$ cat src/rtl/mem_arbiter_rr_if.sv
// mem_arbiter_rr_if: request/response bundle for a group of p_n memory ports
// that share one response data bus. The arbiter uses it twice: once on the
// client side (p_n clients) and once on the memory side (p_n = 1, with the
// opaque field widened to carry the client id).
interface mem_arbiter_rr_if #(
  parameter int p_n         = 1,
  parameter int p_opaq_bits = 8,
  parameter int p_addr_bits = 32,
  parameter int p_data_bits = 32
);
  logic [p_n-1:0]             req_val;
  logic [p_n-1:0]             req_rdy;
  logic [p_n-1:0]             req_op;
  logic [p_n*p_addr_bits-1:0] req_addr;
  logic [p_n*p_data_bits-1:0] req_wdata;
  logic [p_n*p_opaq_bits-1:0] req_opaq;

  logic [p_n-1:0]             resp_val;
  logic [p_n-1:0]             resp_rdy;
  logic                       resp_op;
  logic [p_data_bits-1:0]     resp_rdata;
  logic [p_opaq_bits-1:0]     resp_opaq;

  // The requester side: issues requests, consumes responses.
  modport master (
    output req_val, req_op, req_addr, req_wdata, req_opaq, resp_rdy,
    input  req_rdy, resp_val, resp_op, resp_rdata, resp_opaq
  );

  // The memory side: accepts requests, produces responses.
  modport slave (
    input  req_val, req_op, req_addr, req_wdata, req_opaq, resp_rdy,
    output req_rdy, resp_val, resp_op, resp_rdata, resp_opaq
  );
endinterface

$ cat src/rtl/mem_arbiter_rr.sv
// mem_arbiter_rr: round-robin arbiter letting p_num_clients requesters share a
// single in-order memory port. Requests pass through combinationally with the
// client id prepended to the opaque field; responses are steered back by that
// tag. Each client is limited to p_max_inflight outstanding requests.
// Optional feature: define MEM_ARB_STATS_EN to get per-client grant counters
// on stat_grants; otherwise stat_grants is tied to zero.
module mem_arbiter_rr #(
  parameter int p_num_clients  = 2,
  parameter int p_opaq_bits    = 8,
  parameter int p_addr_bits    = 32,
  parameter int p_data_bits    = 32,
  parameter int p_max_inflight = 4
) (
  input  logic                       clk,
  input  logic                       rst,
  mem_arbiter_rr_if.slave            cli,
  mem_arbiter_rr_if.master           mem,
  output logic [p_num_clients*32-1:0] stat_grants
);

  localparam int N  = p_num_clients;
  localparam int O  = p_opaq_bits;
  localparam int A  = p_addr_bits;
  localparam int D  = p_data_bits;
  localparam int M  = p_max_inflight;
  localparam int ID = $clog2(N);
  localparam int IW = $clog2(M + 1);

  logic [ID-1:0] rrPtr_q, rrPtr_d;
  logic [IW-1:0] inflight_q [N];
  logic [IW-1:0] inflight_d [N];

  logic [N-1:0]  eligible;
  logic          anyEligible;
  logic [ID-1:0] grant;
  logic          reqFire;
  logic [N-1:0]  grantVec;

  logic [ID-1:0] tag;
  logic          tagValid;
  logic [N-1:0]  respFire;

  // A client may compete only while it has request credit left.
  always_comb begin
    for (int i = 0; i < N; i++) begin
      eligible[i] = cli.req_val[i] && (inflight_q[i] < IW'(M));
    end
  end

  // Pick the first eligible client at or after the round-robin pointer.
  always_comb begin
    int idx;
    idx         = 0;
    grant       = rrPtr_q;
    anyEligible = 1'b0;
    for (int k = 0; k < N; k++) begin
      idx = int'(rrPtr_q) + k;
      if (idx >= N) idx = idx - N;
      if (!anyEligible && eligible[idx]) begin
        anyEligible = 1'b1;
        grant       = ID'(idx);
      end
    end
  end

  // Forward the granted client's request and hand ready back only to it.
  always_comb begin
    mem.req_val   = anyEligible;
    mem.req_op    = cli.req_op[grant];
    mem.req_addr  = cli.req_addr[int'(grant)*A +: A];
    mem.req_wdata = cli.req_wdata[int'(grant)*D +: D];
    mem.req_opaq  = {grant, cli.req_opaq[int'(grant)*O +: O]};
    reqFire       = anyEligible && mem.req_rdy[0];
    cli.req_rdy   = '0;
    grantVec      = '0;
    for (int i = 0; i < N; i++) begin
      grantVec[i]    = reqFire && (grant == ID'(i));
      cli.req_rdy[i] = grantVec[i];
    end
  end

  // Advance past the winner only when its request actually transfers.
  always_comb begin
    rrPtr_d = rrPtr_q;
    if (reqFire) begin
      rrPtr_d = (grant == ID'(N - 1)) ? '0 : grant + 1'b1;
    end
  end

  assign tag = mem.resp_opaq[O+ID-1:O];

  if ((1 << ID) == N) begin : gTagFull
    assign tagValid = 1'b1;
  end else begin : gTagCheck
    assign tagValid = (int'(tag) < N);
  end

  // Steer the memory response to the tagged client; bad tags are swallowed.
  always_comb begin
    cli.resp_val   = '0;
    respFire       = '0;
    mem.resp_rdy   = 1'b1;
    cli.resp_op    = mem.resp_op;
    cli.resp_rdata = mem.resp_rdata;
    cli.resp_opaq  = mem.resp_opaq[O-1:0];
    if (tagValid) begin
      cli.resp_val[tag] = mem.resp_val[0];
      mem.resp_rdy      = cli.resp_rdy[tag];
      respFire[tag]     = mem.resp_val[0] && cli.resp_rdy[tag];
    end
  end

  // Credit bookkeeping: issue adds one, response returns one, both cancel.
  // Decrement saturates so responses to pre-reset requests are harmless.
  always_comb begin
    for (int i = 0; i < N; i++) begin
      inflight_d[i] = inflight_q[i];
      if (grantVec[i] && !respFire[i]) begin
        inflight_d[i] = inflight_q[i] + IW'(1);
      end else if (respFire[i] && !grantVec[i] && (inflight_q[i] != '0)) begin
        inflight_d[i] = inflight_q[i] - IW'(1);
      end
    end
  end

  // Arbitration pointer and credit counters.
  always_ff @(posedge clk) begin
    if (rst) begin
      rrPtr_q <= '0;
      for (int i = 0; i < N; i++) inflight_q[i] <= '0;
    end else begin
      rrPtr_q <= rrPtr_d;
      for (int i = 0; i < N; i++) inflight_q[i] <= inflight_d[i];
    end
  end

`ifdef MEM_ARB_STATS_EN
  logic [31:0] statCnt_q [N];

  // Count every transferred request per client, wrapping naturally.
  always_ff @(posedge clk) begin
    if (rst) begin
      for (int i = 0; i < N; i++) statCnt_q[i] <= '0;
    end else begin
      for (int i = 0; i < N; i++) begin
        if (grantVec[i]) statCnt_q[i] <= statCnt_q[i] + 32'd1;
      end
    end
  end

  // Flatten the counters onto the status bus.
  always_comb begin
    for (int i = 0; i < N; i++) stat_grants[i*32 +: 32] = statCnt_q[i];
  end
`else
  assign stat_grants = '0;
`endif

`ifndef SYNTHESIS
  // A tag beyond the client range means the memory returned garbage.
  always_ff @(posedge clk) begin
    if (!rst && mem.resp_val[0]) begin
      assert (tagValid)
        else $error("mem_arbiter_rr: response tag %0d out of range", tag);
    end
  end

  function automatic string trace();
    string s;
    s = "  ";
    if (reqFire) s = $sformatf("g%0d", grant);
    if (mem.resp_val[0] && mem.resp_rdy[0]) begin
      s = reqFire ? {s, $sformatf("r%0d", tag)} : $sformatf("r%0d", tag);
    end
    return s;
  endfunction
`endif

endmodule

$ cat src/flat_wrapper.sv
// flat-port wrapper written by rule: the top's interface ports become plain ports
module mem_arbiter_rr_flat 
#(
  parameter int p_num_clients  = 2,
  parameter int p_opaq_bits    = 8,
  parameter int p_addr_bits    = 32,
  parameter int p_data_bits    = 32,
  parameter int p_max_inflight = 4
)
  (clk, rst, stat_grants, cli_req_val, cli_req_op, cli_req_addr, cli_req_wdata, cli_req_opaq, cli_resp_rdy, cli_req_rdy, cli_resp_val, cli_resp_op, cli_resp_rdata, cli_resp_opaq, mem_req_val, mem_req_op, mem_req_addr, mem_req_wdata, mem_req_opaq, mem_resp_rdy, mem_req_rdy, mem_resp_val, mem_resp_op, mem_resp_rdata, mem_resp_opaq);
  mem_arbiter_rr_if #(.p_n((2)), .p_opaq_bits(p_opaq_bits), .p_addr_bits(p_addr_bits), .p_data_bits(p_data_bits)) cli_i ();
  mem_arbiter_rr_if #(.p_n(1), .p_opaq_bits(p_opaq_bits), .p_addr_bits(p_addr_bits), .p_data_bits(p_data_bits)) mem_i ();
  input  logic clk;
  input  logic rst;
  output logic [p_num_clients*32-1:0] stat_grants;
  input wire logic [$bits(cli_i.req_val)-1:0] cli_req_val;
  input wire logic [$bits(cli_i.req_op)-1:0] cli_req_op;
  input wire logic [$bits(cli_i.req_addr)-1:0] cli_req_addr;
  input wire logic [$bits(cli_i.req_wdata)-1:0] cli_req_wdata;
  input wire logic [$bits(cli_i.req_opaq)-1:0] cli_req_opaq;
  input wire logic [$bits(cli_i.resp_rdy)-1:0] cli_resp_rdy;
  output wire logic [$bits(cli_i.req_rdy)-1:0] cli_req_rdy;
  output wire logic [$bits(cli_i.resp_val)-1:0] cli_resp_val;
  output wire logic [$bits(cli_i.resp_op)-1:0] cli_resp_op;
  output wire logic [$bits(cli_i.resp_rdata)-1:0] cli_resp_rdata;
  output wire logic [$bits(cli_i.resp_opaq)-1:0] cli_resp_opaq;
  output wire logic [$bits(mem_i.req_val)-1:0] mem_req_val;
  output wire logic [$bits(mem_i.req_op)-1:0] mem_req_op;
  output wire logic [$bits(mem_i.req_addr)-1:0] mem_req_addr;
  output wire logic [$bits(mem_i.req_wdata)-1:0] mem_req_wdata;
  output wire logic [$bits(mem_i.req_opaq)-1:0] mem_req_opaq;
  output wire logic [$bits(mem_i.resp_rdy)-1:0] mem_resp_rdy;
  input wire logic [$bits(mem_i.req_rdy)-1:0] mem_req_rdy;
  input wire logic [$bits(mem_i.resp_val)-1:0] mem_resp_val;
  input wire logic [$bits(mem_i.resp_op)-1:0] mem_resp_op;
  input wire logic [$bits(mem_i.resp_rdata)-1:0] mem_resp_rdata;
  input wire logic [$bits(mem_i.resp_opaq)-1:0] mem_resp_opaq;
  assign cli_i.req_val = cli_req_val;
  assign cli_i.req_op = cli_req_op;
  assign cli_i.req_addr = cli_req_addr;
  assign cli_i.req_wdata = cli_req_wdata;
  assign cli_i.req_opaq = cli_req_opaq;
  assign cli_i.resp_rdy = cli_resp_rdy;
  assign cli_req_rdy = cli_i.req_rdy;
  assign cli_resp_val = cli_i.resp_val;
  assign cli_resp_op = cli_i.resp_op;
  assign cli_resp_rdata = cli_i.resp_rdata;
  assign cli_resp_opaq = cli_i.resp_opaq;
  assign mem_req_val = mem_i.req_val;
  assign mem_req_op = mem_i.req_op;
  assign mem_req_addr = mem_i.req_addr;
  assign mem_req_wdata = mem_i.req_wdata;
  assign mem_req_opaq = mem_i.req_opaq;
  assign mem_resp_rdy = mem_i.resp_rdy;
  assign mem_i.req_rdy = mem_req_rdy;
  assign mem_i.resp_val = mem_resp_val;
  assign mem_i.resp_op = mem_resp_op;
  assign mem_i.resp_rdata = mem_resp_rdata;
  assign mem_i.resp_opaq = mem_resp_opaq;
  mem_arbiter_rr #(.p_num_clients(p_num_clients), .p_opaq_bits(p_opaq_bits), .p_addr_bits(p_addr_bits), .p_data_bits(p_data_bits), .p_max_inflight(p_max_inflight)) u_core (.clk(clk), .rst(rst), .cli(cli_i), .mem(mem_i), .stat_grants(stat_grants));
endmodule
$ cat config.mk
export PLATFORM = sky130hd
export DESIGN_NAME = mem_arbiter_rr_flat
export DESIGN_NICKNAME = d
export VERILOG_FILES = /design/src/rtl/mem_arbiter_rr_if.sv /design/src/rtl/mem_arbiter_rr.sv /design/src/flat_wrapper.sv
export SDC_FILE = /design/constraint.sdc
export NUM_CORES = 1
export LEC_CHECK = 0
export ABC_CLOCK_PERIOD_IN_PS = 4300
export CORE_AREA = 2 2 148 150
export CTS_CLUSTER_SIZE = 28
export DETAILED_ROUTE_END_ITERATION = 16
export DIE_AREA = 0 0 150 152
export PLACE_DENSITY = 0.56
export SYNTH_ARGS = -nofsm -noshare
export SYNTH_HDL_FRONTEND = slang
export SYNTH_SLANG_ARGS = --single-unit
$ cat constraint.sdc
create_clock -name clk -period 4.3 [get_ports clk]
set_clock_uncertainty 0.2 [all_clocks]
set_input_delay 0.86 -clock clk [delete_from_list [all_inputs] [get_ports clk]]
set_output_delay 0.86 -clock clk [all_outputs]
set_load 0.02 [all_outputs]
* Word-level counts from Yosys, hierarchy flattened
Memories as Yosys holds them, arrays and structs flattened.
Index checks and enable logic that the tools add are counted.
** Storage, ports and cells
- Register bits :: 1
- RAM bits :: 6
- Input bits :: 195
- Output and inout port bits :: 184
- Logic and storage cells :: 50
- Memories kept :: 1
** Memory list
- u_core.inflight_q :: depth 2, bits a word 3, rd ports 2, clocked after memory_dff 0, wr ports 2, line mem_arbiter_rr.sv:30 : logic [IW-1:0] inflight_q [N];
** Operators by class
- Add/subtract/negate cells :: 6
- $lt $le $gt $ge :: 7
- Shift-type cells :: 3
- Mux-type cells :: 22
- Bitwise logic cells :: 3
- Reductions and logical operators :: 7
** Operators with widths (number)
- $shiftx 64x7->32 :: 2
- $lt 32x3->1 const B :: 2
- $mux 32 :: 2
- $ge 32x3->1 const B :: 1
- $sub 32x3->32 const B :: 1
- $mux 1 :: 16
- $shiftx 16x5->8 :: 1
- $mux 3 :: 4
- $add 3x1->3 const B :: 2
- $logic_and 1x1->1 :: 6
- $lt 3x3->1 const B :: 2
- $sub 1x2->3 const B :: 1
- $add 1x1->2 const B :: 1
- $ge 1x2->1 const B :: 1
- $lt 1x2->1 const B :: 1
- $or 1x1->1 :: 2
- $add 1x1->1 const B :: 1
- $logic_not 1->1 :: 1
- $not 1->1 :: 1

* Depth between registers and ports, before layout
Gate-level depths: netlist (run 1).
An unclocked memory read counts as a cell.
- Word-level depth :: 14
- Mapped depth :: 5
- Gate-level depth less buffers :: 3

* Worst setup path before layout (run 1)
Ideal clock, no wire load.
- Path kind :: input to output
- From :: input cli_req_val[1]
- To :: output mem_req_addr[0]
- Arrival :: 1.934 ns
- Data required time :: 3.240 ns
- Path slack :: 1.306 ns
- Stages on the path :: 5
- Buffers on the path :: 2
- Cells stage by stage :: nor2b_4 -> maj3_2 -> buf_6 -> buf_12 -> mux2_4
** Between the ends
- Longest elaborated chain between the ends :: 9
- Elaborated cells between the ends (all ways) :: 13
- Those cells by class :: shift (1); mux (9); reduce/logical (3)
** Ends and longest elaborated chain
- from (decl) :: line flat_wrapper.sv:16 : input wire logic [$bits(cli_i.req_val)-1:0] cli_req_val;
- $logic_and 1x1->1 * :: line mem_arbiter_rr.sv:46 : eligible[i] = cli.req_val[i] && (inflight_q[i] < IW'(M));
- $mux 1 (implied by the code) (3 in a row) :: line mem_arbiter_rr.sv:59 : if (!anyEligible && eligible[idx]) begin
- $mux 1 :: line mem_arbiter_rr.sv:59
- $logic_not 1->1 :: line mem_arbiter_rr.sv:59
- $logic_and 1x1->1 :: line mem_arbiter_rr.sv:59
- $mux 1 * :: line mem_arbiter_rr.sv:59
- $shiftx 64x7->32 * :: line mem_arbiter_rr.sv:70 : mem.req_addr = cli.req_addr[int'(grant)*A +: A];
- to (decl) :: line flat_wrapper.sv:29 : output wire logic [$bits(mem_i.req_addr)-1:0] mem_req_addr;
Mark *: on every way between the ends. The rest lies on a longest branch, timed or not. The select of a mux whose other input is x is not followed.

* Worst setup path in the final report (run 1)
- From :: input cli_req_val[0]
- To :: output mem_req_wdata[6]
** Between the ends
- Longest elaborated chain between the ends :: 9
- Elaborated cells between the ends (all ways) :: 13
- Those cells by class :: shift (1); mux (9); reduce/logical (3)
** Ends and longest elaborated chain
- $logic_and 1x1->1 * :: line mem_arbiter_rr.sv:46
- $mux 1 (implied by the code) (3 in a row) :: line mem_arbiter_rr.sv:59
- $mux 1 :: line mem_arbiter_rr.sv:59
- $logic_not 1->1 :: line mem_arbiter_rr.sv:59
- $logic_and 1x1->1 :: line mem_arbiter_rr.sv:59
- $mux 1 * :: line mem_arbiter_rr.sv:59
- $shiftx 64x7->32 * :: line mem_arbiter_rr.sv:71 : mem.req_wdata = cli.req_wdata[int'(grant)*D +: D];
- to (decl) :: line flat_wrapper.sv:30 : output wire logic [$bits(mem_i.req_wdata)-1:0] mem_req_wdata;
Marked as above.

==> results of run 1 <==
-- path summary, 6_finish.rpt --
path,startpoint,endpoint,cells past startpoint
min,u_core.inflight_q[0][1]$_SDFFE_PP0P_,u_core.inflight_q[0][1]$_SDFFE_PP0P_,2
min reg2reg,u_core.inflight_q[0][1]$_SDFFE_PP0P_,u_core.inflight_q[0][1]$_SDFFE_PP0P_,2
max reg2reg,u_core.inflight_q[0][2]$_SDFFE_PP0P_,u_core.inflight_q[0][0]$_SDFFE_PP0P_,3
max,cli_req_val[0],mem_req_wdata[6],7
-- layout by cell type (no fill, tap or decap) --
master           instances
a21oi_1                  1
a22o_1                   1
a22o_2                   1
a311oi_1                 1
buf_12                   2
buf_4                    9
clkbuf_1                 1
clkbuf_16                3
clkdlybuf4s50_1        224
conb_1                  67
dfxtp_1                  7
ha_1                     2
inv_1                    2
maj3_4                   1
mux2_2                   5
mux2_4                  70
mux2i_1                  2
nand2_1                  4
nand2b_4                 1
nand3b_1                 1
nor2_1                   2
nor2b_1                  5
nor2b_4                  1
o211a_1                  1
o21ai_0                  1
-- worst register-to-register path, delay by kind of cell, from the launching register on --
kind / cells / cell delay (ns)
AOI/OAI and AO/OA: 1 / 0.36
and+or+nand+nor: 1 / 0.17
DFF: 1 / 0.31
muxes: 1 / 0.38
-- cell type report --
type                    count  share of cell area [%]
clock buffers               4                    1.76
inverters                   2                   0.168
multi-input cells         167                    34.7
flip-flops and latches      7                    3.13
well taps                 280                    7.82
repair buffers            235                    52.4
-- metal layers --
layer / wire length, um / GRT usage [%] / vias up
met5: 0 / 0 / -
met4: 76 / 0.988 / 0
met2: 4620 / 12.6 / 181
met3: 1810 / 4.26 / 4
met1: 4370 / 10.6 / 944
li1: - / - / 967
-- flip-flops by register name (all words and copies together), names as in the netlist --
| signal | count |
|---|---|
| u_core.inflight_q | 6 |
| u_core.rrPtr_q | 1 |
-- kinds of logic after synthesis --
logic type / count (synthesis)
adders and majority gates: 3
muxes: 77
and+or+nand+nor: 14
DFF: 7
AOI/OAI and AO/OA: 6
buffers and inverters: 118
other: 1
-- power groups by stage --
stage          registers, uW  clock network [uW]  logic, uW
6_report                70.3                 159        618
5_1_grt                 70.7                 167        646
4_1_cts                 70.3                 161        624
3_5_place_dp            71.2                   0        617
3_3_place_gp            71.1                   0        620
2_1_floorplan           70.7                   0        424
-- stage by stage --
stage	area (um^2)	setup WS (ns)	instances	hold slack, ns
finish	4480	0.120	695	0.255
CTS	4480	0.0984	695	0.260
detailed placement	4400	0.101	691	0.254
floorplan	2660	1.31	292	0.238
global placement	4400	0.101	691	0.250
global route	4480	0.0397	695	0.284
==> flow_summary.json, run 1 <==
{
  "status": "finished, final reports clean",
  "synth_top_area_share_pct": 43.5,
  "critPathLaunchType": "input port",
  "path_cells": "clkdlybuf4s50_1 > nand2b_4 > maj3_4 > buf_12 > buf_12 > mux2_4 > clkdlybuf4s50_1",
  "coreArea_mm2": 0.0214,
  "hold_viol": 0,
  "insertedDiodeCount": 0,
  "cts_setup_buffers": 0,
  "die_area_mm2": 0.0228,
  "synthTopCellsByArea": "mux2_4 44%, buf_4 34%, buf_12 5.8%",
  "async_flop_share_pct": 0,
  "syn_area_per_cell_um2": 10.7,
  "finalSetupTns_ns": 0,
  "multi_input_area_mm2": 0.00155,
  "grtUsageTotal_pct": 8.23,
  "cts_root_buf": "clkbuf_16",
  "dr.pass1.iters": 4,
  "pwr-share-seq_pct": 8.3,
  "cpPeakStageDelay_ns": 0.56,
  "synthCells": 226,
  "die_w_um": 150,
  "cts_resized": 0,
  "internal-power_uw": 538,
  "crit_type": "input port to primary output",
  "crit_slowest_cell": "clkdlybuf4s50_1",
  "synth_area_leader_cell": "mux2_4",
  "synth_edf_count": 0,
  "wl_per_cell_um": 15.6,
  "tritoncts": "built",
  "ys.flop_type": "dfxtp_1",
  "drtIter0Drc": 33,
  "gr-total-overflow": 0,
  "drive_above_1_share_pct": 22.4,
  "hpwl_mm": 9.33,
  "maxCapViolCount": 0,
  "power_density_mw_per_mm2": 189,
  "dr_total_vias": 2096,
  "leakagePower_uw": 0.00191,
  "start_util_pct": 11.3,
  "synth_seq_cells": 7,
  "cts_hold_buf": 0,
  "ys_seq_area_share_pct": 5.81,
  "clkTransAtPathRegs_ns": 0.04,
  "crit_arrival_ns": 3.12,
  "switching_share_pct": 36.5,
  "path_buf_inv": 4,
  "yosys_warnings": 0,
  "yosys.area_share.xor_xnor_pct": 0,
  "drc": 0,
  "htree_levels": 1,
  "r2r_slack_ns": 2.77,
  "numCtsBuffers": 3,
  "die_h_um": 152,
  "combPwrFrac_pct": 73.0,
  "syn_to_final_growth_pct": 85.6,
  "synthMuxAreaShare_pct": 46.7,
  "synth.most_common_cell": "buf_4",
  "period_needed_ns": 4.18,
  "hold_class": "flop to flop",
  "pwr-share-clk_pct": 18.7,
  "cts_buffer_depth": 2,
  "synth_area_mm2": 0.00241,
  "p_sw_uw": 310,
  "critPathMaxFanout": 21,
  "rsz0062_at_grt": "false",
  "clk_latency_ns": 0.23,
  "cts_sinks": 7,
  "worst_setup_path_end_kind": "primary output",
  "fp-row-count": 54,
  "synthTopCellsByCount": "108 x buf_4, 70 x mux2_4, 7 x buf_12, 7 x dfxtp_1",
  "grt_pass1_vias": 2005,
  "grt_max_degree": 22,
  "max_freq_mhz": 239,
  "synth_simple_gate_area_share_pct": 3.68,
  "required_ns": 3.24,
  "fin_nets": 613,
  "path_delay_family": "buffers and inverters",
  "finalPower_uw": 847,
  "io_buffers": 226,
  "synth_top_family_by_area": "multiplexers",
  "synthAdderAreaFrac_pct": 1.50,
  "viasPerCell": 3.02,
  "io-pin-count": 379,
  "min_period_over_period_pct": 97.2,
  "antenna_found_initial": 0,
  "globalplace.congestion": 0.749,
  "maxSlewViolCount": 0,
  "setup_viol": 0,
  "regArea_um2": 140,
  "synth_cell_type_count": 23,
  "antenna_left": 0,
  "post-route-util_pct": 21.0,
  "synth_compound_area_share_pct": 1.97,
  "wl_mm": 10.9,
  "peakVddDrop_v": 0.000163,
  "fillCellCount": 2366,
  "grt_pass1_wl_mm": 13.9
}
Power figures use the tool's default switching activity.
==> run 2, diff against run 1 <==
- CAP_MARGIN: not set -> 20
- GPL_TIMING_DRIVEN: not set -> 1
==> results of run 2 <==
The final DEF is identical to that of run 1; final timing and power are the same.
==> run 3, diff against run 2 <==
- PLACE_DENSITY: 0.56 -> 0.52
==> flow_summary.json, run 3 (same netlist as run 1, synthesis figures left out) <==
{
  "clkTransAtPathRegs_ns": 0.04,
  "max_freq_mhz": 241,
  "hold_viol": 0,
  "path_cells": "clkdlybuf4s50_1 > nand2b_4 > maj3_4 > buf_4 > mux2_4 > clkdlybuf4s50_1",
  "worst_setup_path_end_kind": "primary output",
  "use_met1_pct": 9.71,
  "viasPerCell": 3.00,
  "cts_root_buf": "clkbuf_16",
  "die_w_um": 150,
  "min_period_over_period_pct": 96.3,
  "die_h_um": 152,
  "clk_latency_ns": 0.23,
  "dr.pass1.iters": 3,
  "post-route-util_pct": 21.0,
  "antenna_left": 0,
  "fin_nets": 613,
  "grtUsageTotal_pct": 7.89,
  "critPathMaxFanout": 13,
  "rsz0062_at_grt": "false",
  "top_usage_layer": "met2",
  "numCtsBuffers": 3,
  "fp-row-count": 54,
  "drc": 0,
  "leakagePower_uw": 0.00192,
  "drive_above_1_share_pct": 22.9,
  "insertedDiodeCount": 0,
  "crit_arrival_ns": 3.08,
  "grt_max_degree": 17,
  "wl_per_cell_um": 14.7,
  "start_util_pct": 11.3,
  "globalplace.congestion": 0.676,
  "htree_levels": 1,
  "mostFrequentLayoutCell": "clkdlybuf4s50_1",
  "cts_setup_buffers": 0,
  "setup_viol": 0,
  "required_ns": 3.24,
  "critPathLaunchType": "input port",
  "final_cell_mix": "222 x clkdlybuf4s50_1, 70 x mux2_4, 67 x conb_1, 10 x buf_4, 7 x dfxtp_1",
  "path_buf_inv": 3,
  "finalSetupTns_ns": 0,
  "coreArea_mm2": 0.0214,
  "wl_mm": 10.2,
  "grt_pass1_wl_mm": 13.4,
  "largest_register_ffs": 6,
  "hold_class": "flop to flop",
  "peakVddDrop_v": 0.000158,
  "antenna_found_initial": 0,
  "cts_hold_buf": 0,
  "period_needed_ns": 4.14,
  "fillCellCount": 2371,
  "finalPower_uw": 846,
  "cpMostUsedCell": "clkdlybuf4s50_1",
  "dr_total_vias": 2086,
  "cts_buffer_depth": 2,
  "cts_sinks": 7,
  "maxCapViolCount": 0,
  "hpwl_mm": 8.69,
  "io_buffers": 226,
  "drtIter0Drc": 47,
  "crit_type": "input port to primary output",
  "io-pin-count": 379,
  "r2r_slack_ns": 2.78,
  "grtUsageMet3_pct": 5.05,
  "gr-total-overflow": 0,
  "path_delay_family": "buffers and inverters",
  "maxSlewViolCount": 0,
  "use_met2_pct": 12.0,
  "top_regs": "u_core.inflight_q x6, u_core.rrPtr_q x1",
  "status": "finished, final reports clean",
  "largest_register": "u_core.inflight_q",
  "grt_pass1_vias": 2046,
  "power_density_mw_per_mm2": 189,
  "cpPeakStageDelay_ns": 0.58,
  "crit_slowest_cell": "clkdlybuf4s50_1",
  "syn_to_final_growth_pct": 86.0,
  "tritoncts": "built",
  "cts_resized": 0,
  "die_area_mm2": 0.0228
}
[run 3: changes by cell type in the layout (fill, tap and decap cells not counted), sizes merged]
cell           previous run  this run
clkdlybuf4s50           224       222
buf                      11        13
[run 3: path summary, 6_finish.rpt]
path	start	end	cells past startpoint
min reg2reg	u_core.inflight_q[0][4]$_SDFFE_PP0P_	u_core.inflight_q[0][4]$_SDFFE_PP0P_	2
max	cli_req_val[0]	mem_req_wdata[8]	6
min	u_core.inflight_q[0][4]$_SDFFE_PP0P_	u_core.inflight_q[0][4]$_SDFFE_PP0P_	2
max reg2reg	u_core.inflight_q[0][2]$_SDFFE_PP0P_	u_core.inflight_q[0][0]$_SDFFE_PP0P_	3
[run 3: where the power goes]
group	switching, uW	leakage, uW	internal (uW)
logic	267	0.00182	347
registers	2.41	0.0000570	68.0
clock network	38.1	0.0000382	124
total	308	0.00192	539
[run 3: area by class of cell]
| cell class | count | area, um^2 | share of cell area [%] |
|---|---|---|---|
| inverters | 2 | 7.51 | 0.167 |
| clock buffers | 4 | 78.8 | 1.76 |
| repair buffers | 235 | 2360 | 52.5 |
| multi-input cells | 167 | 1550 | 34.6 |
| flip-flops and latches | 7 | 140 | 3.12 |
| well taps | 280 | 350 | 7.81 |
[run 3: per-layer routing]
layer / up-vias / share of wire, % / routed length [um]
met5: - / 0 / 0
li1: 967 / - / -
met3: 3 / 18 / 1850
met2: 178 / 42 / 4280
met4: 0 / 0.28 / 29
met1: 938 / 40 / 4050
[run 3: worst register-to-register path, cell delays in order, from the launching register on]
cell and delay, ns:
dfxtp_1 0.31, nand3b_1 0.17, a21oi_1 0.34, mux2_2 0.38
[run 3: through the flow]
stage | worst slack [ns] | cell area, um^2 | hold WS, ns | std cells
2_1_floorplan | 1.31 | 2660 | 0.238 | 292
3_3_place_gp | 0.102 | 4410 | 0.246 | 691
3_5_place_dp | 0.111 | 4410 | 0.260 | 691
4_1_cts | 0.108 | 4490 | 0.274 | 695
5_1_grt | 0.0752 | 4490 | 0.304 | 695
6_report | 0.158 | 4490 | 0.275 | 695
